$ cat src/rtl/mac_chain_pipe.sv
// rtl/mac_chain_pipe.sv - chained signed multiply-accumulate pipeline with skewed operand lines
//
// Computes dataout = datainC + sum_k(datainA_k * datainB_k) through N_TERMS
// chained stages. Each stage adds one product to the accumulator, with
// per-stage saturation or wrap. A sticky overflow flag travels with the vector.
// The whole pipeline advances only when the output slot is free or being drained.
//
// Ports:
//   clock    - rising-edge clock
//   reset    - synchronous active-high reset; clears valid bits, dataout and ovf
//   ivalid   - input vector presented
//   oready   - block accepts the input vector this cycle (== pipeline enable)
//   datainC  - signed initial accumulator value, ACC_W bits
//   datainA  - N_TERMS packed signed operands, term k at [k*DATA_W +: DATA_W]
//   datainB  - N_TERMS packed signed operands, same packing as datainA
//   ovalid   - dataout/ovf hold a valid result
//   iready   - downstream accepts the result this cycle
//   dataout  - signed result, ACC_W bits
//   ovf      - at least one stage saturated or wrapped for this result

`timescale 1ns/1ps

module mac_chain_pipe #(
  parameter int DATA_W    = 16,
  parameter int ACC_W     = 40,
  parameter int N_TERMS   = 4,
  parameter int STAGE_LAT = 2,
  parameter int SATURATE  = 1
) (
  input  logic                        clock,
  input  logic                        reset,
  input  logic                        ivalid,
  output logic                        oready,
  input  logic [ACC_W-1:0]            datainC,
  input  logic [N_TERMS*DATA_W-1:0]   datainA,
  input  logic [N_TERMS*DATA_W-1:0]   datainB,
  output logic                        ovalid,
  input  logic                        iready,
  output logic [ACC_W-1:0]            dataout,
  output logic                        ovf
);

  if (ACC_W < 2*DATA_W+1) begin : g_bad_acc_w
    $error("mac_chain_pipe: ACC_W must be at least 2*DATA_W+1");
  end
  if (N_TERMS < 1 || N_TERMS > 16) begin : g_bad_n_terms
    $error("mac_chain_pipe: N_TERMS must be in 1..16");
  end
  if (STAGE_LAT != 1 && STAGE_LAT != 2) begin : g_bad_stage_lat
    $error("mac_chain_pipe: STAGE_LAT must be 1 or 2");
  end

  localparam int PROD_W = 2*DATA_W;
  localparam logic [ACC_W-1:0] ACC_MAX = {1'b0, {(ACC_W-1){1'b1}}};
  localparam logic [ACC_W-1:0] ACC_MIN = {1'b1, {(ACC_W-1){1'b0}}};

  // One global enable: every register (data, skew and valid) moves together,
  // so a stall freezes the whole pipeline and nothing can be lost or duplicated.
  logic en;
  assign en     = (iready | ~ovalid) & ~reset;
  assign oready = en;

  // Stage outputs, packed so each generate iteration drives its own slice.
  logic [N_TERMS*ACC_W-1:0] acc_bus;
  logic [N_TERMS-1:0]       v_bus;
  logic [N_TERMS-1:0]       ovf_bus;

  for (genvar k = 0; k < N_TERMS; k++) begin : g_stage
    logic signed [DATA_W-1:0] a_k;
    logic signed [DATA_W-1:0] b_k;
    logic        [ACC_W-1:0]  acc_in;
    logic                     v_in;
    logic                     ovf_in;

    if (k == 0) begin : g_head
      assign acc_in = datainC;
      assign v_in   = ivalid;
      assign ovf_in = 1'b0;
      assign a_k    = datainA[0 +: DATA_W];
      assign b_k    = datainB[0 +: DATA_W];
    end else begin : g_link
      // Term k enters stage k after k*STAGE_LAT enabled cycles, which is
      // exactly when the accumulator for the same vector arrives from stage k-1.
      localparam int D = k*STAGE_LAT;
      logic [DATA_W-1:0] skew_a [D];
      logic [DATA_W-1:0] skew_b [D];

      always_ff @(posedge clock) begin
        if (reset) begin
          for (int i = 0; i < D; i++) begin
            skew_a[i] <= '0;
            skew_b[i] <= '0;
          end
        end else if (en) begin
          skew_a[0] <= datainA[k*DATA_W +: DATA_W];
          skew_b[0] <= datainB[k*DATA_W +: DATA_W];
          for (int i = 1; i < D; i++) begin
            skew_a[i] <= skew_a[i-1];
            skew_b[i] <= skew_b[i-1];
          end
        end
      end

      assign a_k    = skew_a[D-1];
      assign b_k    = skew_b[D-1];
      assign acc_in = acc_bus[(k-1)*ACC_W +: ACC_W];
      assign v_in   = v_bus[k-1];
      assign ovf_in = ovf_bus[k-1];
    end

    logic signed [PROD_W-1:0] prod;
    assign prod = a_k * b_k;

    // Operands of the adder: either straight from the multiplier or from a
    // product register when the stage is split into two cycles.
    logic [PROD_W-1:0] prod_add;
    logic [ACC_W-1:0]  acc_add;
    logic              v_add;
    logic              ovf_add;

    if (STAGE_LAT == 2) begin : g_mul_reg
      always_ff @(posedge clock) begin
        if (reset) begin
          prod_add <= '0;
          acc_add  <= '0;
          v_add    <= 1'b0;
          ovf_add  <= 1'b0;
        end else if (en) begin
          prod_add <= prod;
          acc_add  <= acc_in;
          v_add    <= v_in;
          ovf_add  <= ovf_in;
        end
      end
    end else begin : g_mul_comb
      assign prod_add = prod;
      assign acc_add  = acc_in;
      assign v_add    = v_in;
      assign ovf_add  = ovf_in;
    end

    // One guard bit above ACC_W: overflow shows as the guard and the
    // accumulator sign bit disagreeing; the guard bit gives the true sign.
    logic [ACC_W:0]   sum_ext;
    logic             stage_ovf;
    logic [ACC_W-1:0] sum_res;

    assign sum_ext = {acc_add[ACC_W-1], acc_add}
                   + {{(ACC_W+1-PROD_W){prod_add[PROD_W-1]}}, prod_add};

    always_comb begin
      stage_ovf = sum_ext[ACC_W] ^ sum_ext[ACC_W-1];
      sum_res   = sum_ext[ACC_W-1:0];
      if (stage_ovf && SATURATE != 0) begin
        sum_res = sum_ext[ACC_W] ? ACC_MIN : ACC_MAX;
      end
    end

    logic [ACC_W-1:0] acc_r;
    logic             v_r;
    logic             ovf_r;

    always_ff @(posedge clock) begin
      if (reset) begin
        acc_r <= '0;
        v_r   <= 1'b0;
        ovf_r <= 1'b0;
      end else if (en) begin
        acc_r <= sum_res;
        v_r   <= v_add;
        ovf_r <= ovf_add | stage_ovf;
      end
    end

    assign acc_bus[k*ACC_W +: ACC_W] = acc_r;
    assign v_bus[k]                  = v_r;
    assign ovf_bus[k]                = ovf_r;
  end

  assign ovalid  = v_bus[N_TERMS-1];
  assign dataout = acc_bus[(N_TERMS-1)*ACC_W +: ACC_W];
  assign ovf     = ovf_bus[N_TERMS-1];

endmodule

$ cat config.mk
export PLATFORM = sky130hd
export DESIGN_NAME = mac_chain_pipe
export DESIGN_NICKNAME = d
export VERILOG_FILES = /design/src/rtl/mac_chain_pipe.sv
export SDC_FILE = /design/constraint.sdc
export NUM_CORES = 2
export LEC_CHECK = 0
export BUFFER_PORTS_ARGS = -buffer_cell sky130_fd_sc_hd__buf_2
export CAP_MARGIN = 20
export CORE_MARGIN = 3
export CORE_UTILIZATION = 45
export DETAILED_ROUTE_END_ITERATION = 8
export SLEW_MARGIN = 10
export SYNTH_ARGS = -nofsm -noshare
export SYNTH_HDL_FRONTEND = slang
export SYNTH_SLANG_ARGS = --single-unit
$ cat constraint.sdc
create_clock -name clock -period 17.8 [get_ports clock]
set_input_delay 3.56 -clock clock [delete_from_list [all_inputs] [get_ports clock]]
set_output_delay 3.56 -clock clock [all_outputs]
set_load 0.02 [all_outputs]
==> results_dict.tcl <==
set metrics [dict create \
    cts-buffers-inserted 96 \
    cp_cell_sequence "buf_2 -> nand2_1 -> inv_1 -> fa_1 -> fa_1 -> fa_1 -> fa_1 -> fa_1 -> inv_1 -> fa_1 -> inv_1 -> ha_1 -> a21oi_1 -> o21ai_0 -> a21o_1 -> a221oi_1 -> o31a_1 -> o21ai_0 -> o21ai_0 -> o21ai_0 -> a21oi_1 -> xnor2_1 -> o21ai_0" \
    grt_pass1_wl_um 312000 \
    fin_tns_setup_ns 0 \
    hold_viol 0 \
    grt_max_degree 260 \
    synth_area_per_cell_um2 9.46 \
    postCtsSetupBuffers 0 \
    area_delta_synth_final_pct 7.65 \
    critPathKind "input port to register" \
    routed_wl_um 187000 \
    clkTransAtPathRegs_ns 0.06 \
    drt_iter0_drc 3507 \
    p_total_mw 8.72 \
    ir_drop_mv 0.263 \
    max_slew_margin_pct 18.1 \
    clockBufferDepth 3 \
    synthFlopType "dfxtp_1" \
    synth_edf_count 384 \
    io_pins 215 \
    fin_area_um2 83500 \
    synthCells 8202 \
    clock_skew_ns 0.0421 \
    grt_pass1_vias 58800 \
    fmax_ghz 0.109 \
    setup_viol 0 \
    synth_top_cells_by_count "inv_1, nand2_1, fa_1" \
    seq_area_frac_synth_pct 26.8 \
    power_density_nw_per_um2 104 \
    final_antenna_net_count 0 \
    synth_warnings 0 \
    post_cts_resized 0 \
    synth-xor-area-share_pct 3.12 \
    yosys.area_share.simple_pct 16.1 \
    hpwl_um 139000 \
    synth_top_family_by_area "adder cells" \
    die_y_um 421 \
    drc 0 \
    io_buffers 214 \
    antenna_found_initial 0 \
    via_count 55400 \
    yosysMostFrequentCell "inv_1" \
    firstDrtPassIters 6 \
    endpoint "g_stage[0].prod_add[31]$_SDFFE_PP0P_" \
    fin_crit_sh_pct 51.8 \
    cp.arrival_ns 9.79 \
    drv_slew 0 \
    crit_path_end_kind "register" \
    synth_nets 9914 \
    die_area_um2 177000 \
    fillers 16300 \
    gp_congestion 0.867 \
    postCtsHoldBufs 0 \
    worst_pin_slew_ns 1.23 \
    slowest_delay_ns 0.78 \
    viasPerCell 5.27 \
    rsz0062_at_grt "no" \
    timing.rr.start "g_stage[3].g_link.skew_b[5][1]$_SDFFCE_PN0P_" \
    grt_overflow 0 \
    finalCriticalPeriod_ns 9.22 \
    wl_per_cell_um 17.8 \
    ff2ff_setup_slack_ns 10.46 \
    start_util_pct 45.5 \
    cts_root_buf "clkbuf_16" \
    leakage_nw 41.3 \
    synth_compound_area_share_pct 10.9 \
    rows 151 \
    hold_path.class "register to register" \
    drive_above_1_share_pct 5.50 \
    required_ns 18.37 \
    cpMostUsedCell "fa_1" \
    ys_types 99 \
    track_usage_pct 21.5 \
    synth_mux_area_share_pct 0.0387 \
    synth_top_area_cell "fa_1" \
    status "finished, final reports clean" \
    r2r-end "g_stage[3].prod_add[31]$_SDFFE_PP0P_" \
    synth.ff_latch_count 847 \
    dpl-instance-area_um2 80300 \
    async_flop_share_pct 0 \
    startpoint "datainB[1]" \
    clock_sinks 847 \
    cts_tree "built" \
    maxCapViolCount 0 \
    insertion_delay_ns 0.73 \
    coreArea_um2 170000 \
    path_max_fanout 16 \
    critPathLaunchType "input port" \
    h-tree-depth 3 \
    synthAdderAreaFrac_pct 35.2 \
    cp_slowest_cell "fa_1" \
    yosys-top-cells-area "fa_1, edfxtp_1, dfxtp_1, ha_1, inv_1" \
    fin_nets 9855 \
    synth_area_um2 77600 \
    synth_top_area_share_pct 27.1 \
    r2r_cells 22 \
    die_x_um 421 \
]
-- power breakdown --
part | total, mW | internal (mW) | switching (mW) | leakage, nW
clock | 2.03 | 1.17 | 0.859 | 1.55
sequential | 2.40 | 2.25 | 0.154 | 8.40
combinational | 4.28 | 1.90 | 2.38 | 31.3
total | 8.72 | 5.32 | 3.39 | 41.3
-- cells by family after synthesis --
logic type / count (synthesis)
muxes: 3
buffers and inverters: 1595
and+or+nand+nor: 2565
DFF: 847
adders and majority gates: 1556
xor gates and xnor gates: 273
AOI/OAI and AO/OA: 1363
-- cell usage in the layout (no fill, tap or decap), types with 8 or more instances in the layout --
master / count
a211o_1: 8
a211oi_1: 70
a21o_1: 144
a21oi_1: 574
a221o_1: 37
a22o_1: 23
a31oi_1: 35
and2_1: 503
and3_1: 410
buf_2: 213
buf_4: 26
bufinv_16: 9
clkbuf_1: 19
clkbuf_16: 97
clkinv_2: 16
clkinv_4: 9
dfxtp_1: 463
edfxtp_1: 384
fa_1: 1052
ha_1: 488
inv_1: 1191
maj3_1: 14
nand2_1: 1155
nand2b_1: 50
nand3_1: 61
nand4_1: 27
nor2_1: 226
nor2b_1: 30
nor3_1: 38
o211ai_1: 18
o21a_1: 25
o21ai_0: 225
o21ai_1: 41
o21bai_1: 51
o31ai_1: 16
or2_2: 9
or3_1: 19
xnor2_1: 198
xor2_1: 72
-- final cells by class --
| class | count | area, um2 | share of cell area (%) |
|---|---|---|---|
| multi-input cells | 5760 | 50800 | 60.8 |
| diodes | 1 | 2.50 | 0.00300 |
| flip-flops and latches | 847 | 20800 | 24.9 |
| clock inverters | 55 | 604 | 0.723 |
| clock buffers | 123 | 2590 | 3.11 |
| inverters | 1194 | 4500 | 5.38 |
| repair buffers | 244 | 1360 | 1.62 |
| well taps | 2295 | 2870 | 3.44 |
-- sequential cells by signal, summed over array words and instances, names as in the netlist, 3 cells and up --
signal / count
g_stage.ovf_r: 3
g_stage.v_r: 3
dataout: 40
g_stage.acc_add: 160
g_stage.g_link.skew_a: 192
g_stage.v_add: 4
g_stage.acc_r: 120
g_stage.prod_add: 128
g_stage.ovf_add: 3
g_stage.g_link.skew_b: 192
-- worst max-delay path, delay by kind of cell --
family | cells | cell delay, ns
fa+ha+maj | 7 | 3.62
simple gates | 1 | 0.15
compound gates | 10 | 1.93
buf+inv | 4 | 0.39
xor+xnor | 1 | 0.13
-- layer usage --
metal | vias to the layer above | part of all wire [%] | routed length (um) | track usage [%]
met4 | 0 | 2.5 | 4750 | 5.61
met2 | 947 | 50 | 94400 | 37.8
li1 | 26400 | - | - | -
met3 | 243 | 3.1 | 5890 | 2.28
met5 | - | 0 | 0 | 0
met1 | 27800 | 44 | 82200 | 28.2
-- stage by stage --
stage | util (%) | worst slack (ns) | instances | hold slack (ns)
finish | 49.0 | 8.58 | 10500 | 0.437
global route | 49.0 | 8.10 | 10500 | 0.457
CTS | 49.0 | 8.64 | 10500 | 0.439
detailed placement | 47.1 | 7.85 | 10300 | 0.433
global placement | 47.1 | 7.89 | 10300 | 0.431
floorplan | - | 5.23 | 8202 | 0.415
-- worst min-delay path by stage --
stage,start,endpoint,cells after the start
after CTS,g_stage[1].acc_r[13]$_SDFFE_PP0P_,g_stage[2].acc_add[13]$_SDFFE_PP0P_,2
after global routing,g_stage[2].acc_r[32]$_SDFFE_PP0P_,g_stage[2].acc_r[32]$_SDFFE_PP0P_,2
final,g_stage[2].acc_r[30]$_SDFFE_PP0P_,g_stage[2].acc_r[30]$_SDFFE_PP0P_,2
after global placement,g_stage[2].acc_r[0]$_SDFFE_PP0P_,g_stage[2].acc_r[0]$_SDFFE_PP0P_,2
after floorplan,g_stage[2].acc_r[0]$_SDFFE_PP0P_,g_stage[2].acc_r[0]$_SDFFE_PP0P_,2
after detailed placement,g_stage[2].acc_r[0]$_SDFFE_PP0P_,g_stage[2].acc_r[0]$_SDFFE_PP0P_,2
No activity file was read; power rests on OpenSTA's default activity.
